==> src/rtl/div_unit_if.sv <==
// Pipeline <-> divider signal bundle: start/operands/flush in, busy/writeback out.
interface div_unit_if;
  logic        HasDivE;
  logic        DivSignedE;
  logic [31:0] DivDividendE;
  logic [31:0] DivDivisorE;
  logic        DivCancel;
  logic        DivBusy;
  logic        HasDivW;
  logic [31:0] DivHiW;
  logic [31:0] DivLoW;

  modport master (
    output HasDivE, DivSignedE, DivDividendE, DivDivisorE, DivCancel,
    input  DivBusy, HasDivW, DivHiW, DivLoW
  );

  modport slave (
    input  HasDivE, DivSignedE, DivDividendE, DivDivisorE, DivCancel,
    output DivBusy, HasDivW, DivHiW, DivLoW
  );
endinterface

==> src/rtl/div_unit.sv <==
// Iterative 32-bit DIV/DIVU: one restoring shift-subtract step per clock,
// 32 steps, sign-corrected HI (remainder) / LO (quotient) registered on the last step.
module div_unit (
  input  logic       clock,
  input  logic       reset_n,
  div_unit_if.slave  bus
);
  typedef enum logic [1:0] {IDLE, RUN, DONE} state_t;

  state_t      state, state_nxt;
  logic [4:0]  count;
  logic [31:0] rem, quo, dvs, raw_dvd;
  logic [31:0] hi_q, lo_q;
  logic        q_neg, r_neg, dzero;

  logic        start_ok, step_en, finish;
  logic [32:0] shifted;
  logic        ge;
  logic [31:0] sub, rem_step, quo_step;
  logic [31:0] dvd_mag, dvs_mag, lo_fix, hi_fix;

  always_ff @(posedge clock or negedge reset_n) begin
    if (!reset_n) state <= IDLE;
    else          state <= state_nxt;
  end

  always_comb begin
    start_ok  = bus.HasDivE && !bus.DivCancel && (state != RUN);
    state_nxt = state;
    case (state)
      IDLE:    if (start_ok) state_nxt = RUN;
      RUN:     if (count == 5'd31) state_nxt = DONE;
      DONE:    state_nxt = start_ok ? RUN : IDLE;
      default: state_nxt = IDLE;
    endcase
    if (bus.DivCancel) state_nxt = IDLE;
    step_en = (state == RUN) && !bus.DivCancel;
    finish  = step_en && (count == 5'd31);
  end

  // Magnitudes: 0x80000000 negates to itself, which reads correctly as 2^31 unsigned.
  always_comb begin
    dvd_mag = (bus.DivSignedE && bus.DivDividendE[31]) ? -bus.DivDividendE : bus.DivDividendE;
    dvs_mag = (bus.DivSignedE && bus.DivDivisorE[31])  ? -bus.DivDivisorE  : bus.DivDivisorE;
  end

  // Partial remainder stays below the divisor, so when the subtract succeeds the
  // low 32 bits of the difference are exact.
  always_comb begin
    shifted  = {rem, quo[31]};
    ge       = shifted >= {1'b0, dvs};
    sub      = shifted[31:0] - dvs;
    rem_step = ge ? sub : shifted[31:0];
    quo_step = {quo[30:0], ge};
    lo_fix   = dzero ? '1      : (q_neg ? -quo_step : quo_step);
    hi_fix   = dzero ? raw_dvd : (r_neg ? -rem_step : rem_step);
  end

  always_ff @(posedge clock or negedge reset_n) begin
    if (!reset_n) begin
      count   <= '0;
      rem     <= '0;
      quo     <= '0;
      dvs     <= '0;
      raw_dvd <= '0;
      q_neg   <= 1'b0;
      r_neg   <= 1'b0;
      dzero   <= 1'b0;
      hi_q    <= '0;
      lo_q    <= '0;
    end else if (start_ok) begin
      count   <= '0;
      rem     <= '0;
      quo     <= dvd_mag;
      dvs     <= dvs_mag;
      raw_dvd <= bus.DivDividendE;
      q_neg   <= bus.DivSignedE && (bus.DivDividendE[31] ^ bus.DivDivisorE[31]);
      r_neg   <= bus.DivSignedE && bus.DivDividendE[31];
      dzero   <= (bus.DivDivisorE == '0);
    end else if (step_en) begin
      count <= count + 5'd1;
      rem   <= rem_step;
      quo   <= quo_step;
      if (finish) begin
        hi_q <= hi_fix;
        lo_q <= lo_fix;
      end
    end
  end

  assign bus.DivBusy = (state == RUN);
  assign bus.HasDivW = (state == DONE);
  assign bus.DivHiW  = hi_q;
  assign bus.DivLoW  = lo_q;
endmodule
==> src/flat_wrapper.sv <==
// flat-port wrapper written by rule: the top's interface ports become plain ports
module div_unit_flat 
  (clock, reset_n, bus_HasDivE, bus_DivSignedE, bus_DivDividendE, bus_DivDivisorE, bus_DivCancel, bus_DivBusy, bus_HasDivW, bus_DivHiW, bus_DivLoW);
  div_unit_if bus_i ();
  input  logic clock;
  input  logic reset_n;
  input wire logic [$bits(bus_i.HasDivE)-1:0] bus_HasDivE;
  input wire logic [$bits(bus_i.DivSignedE)-1:0] bus_DivSignedE;
  input wire logic [$bits(bus_i.DivDividendE)-1:0] bus_DivDividendE;
  input wire logic [$bits(bus_i.DivDivisorE)-1:0] bus_DivDivisorE;
  input wire logic [$bits(bus_i.DivCancel)-1:0] bus_DivCancel;
  output wire logic [$bits(bus_i.DivBusy)-1:0] bus_DivBusy;
  output wire logic [$bits(bus_i.HasDivW)-1:0] bus_HasDivW;
  output wire logic [$bits(bus_i.DivHiW)-1:0] bus_DivHiW;
  output wire logic [$bits(bus_i.DivLoW)-1:0] bus_DivLoW;
  assign bus_i.HasDivE = bus_HasDivE;
  assign bus_i.DivSignedE = bus_DivSignedE;
  assign bus_i.DivDividendE = bus_DivDividendE;
  assign bus_i.DivDivisorE = bus_DivDivisorE;
  assign bus_i.DivCancel = bus_DivCancel;
  assign bus_DivBusy = bus_i.DivBusy;
  assign bus_HasDivW = bus_i.HasDivW;
  assign bus_DivHiW = bus_i.DivHiW;
  assign bus_DivLoW = bus_i.DivLoW;
  div_unit u_core (.clock(clock), .reset_n(reset_n), .bus(bus_i));
endmodule
==> config.mk <==
export PLATFORM = sky130hd
export DESIGN_NAME = div_unit_flat
export DESIGN_NICKNAME = d
export VERILOG_FILES = /design/src/rtl/div_unit_if.sv /design/src/rtl/div_unit.sv /design/src/flat_wrapper.sv
export SDC_FILE = /design/constraint.sdc
export NUM_CORES = 1
export LEC_CHECK = 0
export BUFFER_PORTS_ARGS = -buffer_cell sky130_fd_sc_hd__buf_2
export CELL_PAD_IN_SITES_DETAIL_PLACEMENT = 0
export CELL_PAD_IN_SITES_GLOBAL_PLACEMENT = 1
export CORE_MARGIN = 8
export CORE_UTILIZATION = 40
export DETAILED_ROUTE_END_ITERATION = 16
export PLACE_DENSITY = 0.72
export SLEW_MARGIN = 15
export SYNTH_ARGS = -nofsm -noshare
export SYNTH_HDL_FRONTEND = slang
export SYNTH_SLANG_ARGS = --single-unit
==> constraint.sdc <==
create_clock -name clock -period 5.6 [get_ports clock]
set_clock_uncertainty 0.05 [all_clocks]
set_input_delay 0 -clock clock [delete_from_list [all_inputs] [get_ports clock]]
set_output_delay 0 -clock clock [all_outputs]
set_load 0.03 [all_outputs]
==> qor.txt <==
period utilization: 88.8%
worst vdd ir: 0.200 mV
#FFs+latches synth: 202
Clock Latency Late Sink: 0.55 ns
Fin. Hold Viols: 2
Cell Int Power: 3.26 mW
Mapped Cells: 1679
P_leak: 7.56 nW
GRT Util Overall: 23.4%
Area growth syn-to-layout: 20.0%
worst r2r path cells: 19
row cnt: 68
sequential fraction of design power: 35.4%
ANT nets after route: 0
CP Launch Type: flop
Slew HR: 25.5%
Synth top area share: 36.8%
DR vias: 12900
Remaining Overflow, GRT: 0
1st-iter DRT viols: 1099
CP Data Arrival Time: 5.36 ns
CP Data Required Time: 5.99 ns
Fmax: 0.201 GHz
sequential area share after synthesis: 36.8%
Synth warnings: 0
Sw Ratio: 34.7%
post-placement cell area: 14700 um^2
max-cap viol count: 0
syn nets: 1787
Fin Hold WS: -0.0159 ns
combinational power share: 28.2%
Post-DP HPWL: 36500 um
H-tree depth: 1
Synth Flop Type: dfrtp_1
# diodes: 0
Worst Max-Slew Pin Slew: 1.12 ns
worst setup path startpoint: u_core.rem[19]
I/O Buffers: 134
largest net degree at the start of global routing: 122
Clock Sinks: 202
Crit Path Class: reg2reg
share of layout cells above drive strength 1: 13.3%
starting density of the core: 40.2%
TritonCTS Buffers: 26
DR vias/cell: 5.55
FF-to-FF Start: u_core.rem[19]
deepest clock path buffer count: 3
Yosys top cell by area: dfrtp_1
final instance area: 16500 um^2
GPL Wtd Cong: 0.908
synthesized cell area: 13700 um^2
RSZ-0062 raised after global routing: no
Mapped Avg Cell Area: 8.19 um^2
CTS root buffer: clkbuf_16
clock period minus final worst setup slack: 4.97 ns
Layout Nets: 1962
pwr/cell area: 303 nW/um^2
crit end category: flop
commonest cells in the netlist: nand2_1, dfrtp_1, o21ai_0, nor2_1, a21oi_1
Reg clk slew, reported paths: 0.06 ns
Power, Total: 4.99 mW
most numerous cell in the Yosys netlist: nand2_1
DR pass1 iterations: 5
share of power burned in the clock network: 36.4%
routed length per placed instance: 20.9 um
vias in the first global route: 12600
TritonCTS clock tree: built
top post-synthesis cells by area: dfrtp_1, nand2_1, o21ai_0
Core ar.: 34200 um^2
failing checks: negative hold slack
crit path to: u_core.bus.DivHiW[26]
DR DRC count: 0
asr flop ratio synth: 100%
Detailed Route WL: 48700 um
R2R Setup Slk: 0.63 ns
RR Endpoint: u_core.bus.DivHiW[26]
DIE WIDTH: 201 um
number of synthesized flops with an enable pin: 0
die area: 40600 um^2
die height: 201 um
worst hold path class: in2async
distinct cell type count after synthesis: 96
total negative slack: 0 ns
CP Max Fanout: 8
IO Pins: 135
P_sw: 1.73 mW
first-pass GRT wire length: 75600 um
max-slew violations: 0
initial antenna violation count: 0
Setup-failing EPs final: 0
status: complete, but fails checks
[cell usage in the layout (no fill, tap or decap), types with 38 or more instances in the layout]
cell type	instances
a21oi_1	126
buf_2	133
dfrtp_1	202
dlygate4sd3_1	90
ha_1	38
inv_1	57
nand2_1	318
nor2_1	135
o21ai_0	186
xnor2_1	62
xor2_1	72
[worst max-delay path, stage by stage (launching register included)]
cell	delay [ns]
dfrtp_1	0.49
ha_1	0.44
a21oi_1	0.25
o21ai_1	0.13
a21oi_1	0.25
o41ai_4	0.17
a211oi_4	0.32
nor2_8	0.06
inv_4	0.10
mux2i_1	0.30
ha_1	0.23
nand3b_1	0.14
or4_1	0.51
nand3b_1	0.22
or4_1	0.42
inv_1	0.11
o21ai_1	0.16
nor4_1	0.22
a2111oi_0	0.10
a21o_1	0.18
[registers in the layout, summed over array words and instances, names as in the netlist]
signal             count
u_core.quo            32
u_core.count           5
u_core.raw_dvd        32
u_core.q_neg           1
u_core.dvs            32
u_core.bus.DivLoW     32
u_core.bus.DivHiW     32
u_core.dzero           1
u_core.rem            32
u_core.r_neg           1
u_core.state           2
[power by group through the flow]
| stage | combinational [mW] | sequential (mW) | clock [mW] |
|---|---|---|---|
| floorplan | 0.970 | 1.72 | 0 |
| global placement | 1.33 | 1.78 | 0 |
| detailed placement | 1.33 | 1.79 | 0 |
| CTS | 1.40 | 1.76 | 1.85 |
| global route | 1.56 | 1.79 | 1.91 |
| finish | 1.41 | 1.77 | 1.82 |
[routing by layer]
layer | GRT usage (%) | wire (um)
met1 | 34.1 | 23200
met2 | 35.8 | 21300
met3 | 2.86 | 2970
met4 | 6.55 | 1220
met5 | 0 | 0
[timing repair]
action,in CTS,in global routing
endpoints found under the hold margin,182,0
gates resized for setup,0,0
hold buffers,90,0
setup buffers,0,0
[kinds of logic after synthesis]
kind of cell             Yosys count  share of synthesized area (%)
buffers and inverters            152                           5.08
AND/OR/NAND/NOR                  624                           20.4
adder cells (fa/ha/maj)           39                           3.60
multiplexers                      32                           2.46
AO/OA/AOI/OAI                    495                           23.0
flip-flops                       202                           36.8
XOR/XNOR                         135                           8.65
[cell type report]
cell class                 instances  area [um^2]
multi-input combinational       1325         8020
tap                              455          569
clock inverter                    11          194
timing repair buffer             240         1710
inverter                          59          224
clock buffer                      36          728
sequential                       202         5050
fill                            3354        17700
[per-stage QoR]
step	hold WS, ns	setup WS [ns]	cells	util, %
3_5_place_dp	0.0272	0.683	2191	42.9
5_1_grt	0.0598	0.353	2328	48.3
4_1_cts	0.0308	0.666	2328	48.3
2_1_floorplan	-0.346	0.652	1679	-
3_3_place_gp	0.0287	0.722	2191	42.9
6_report	-0.0159	0.626	2328	48.3
[worst min-delay path by stage]
| stage | start | cells after the start | endpoint |
|---|---|---|---|
| final | reset_n | 2 | u_core.dvs[19] |
| after global routing | reset_n | 2 | u_core.dvs[19] |
| after CTS | reset_n | 2 | u_core.dvs[19] |
| after detailed placement | reset_n | 1 | u_core.dvs[19] |
| after global placement | reset_n | 1 | u_core.dvs[19] |
| after floorplan | reset_n | 0 | u_core.bus.DivHiW[0] |
(Power assumes the default switching activity.)
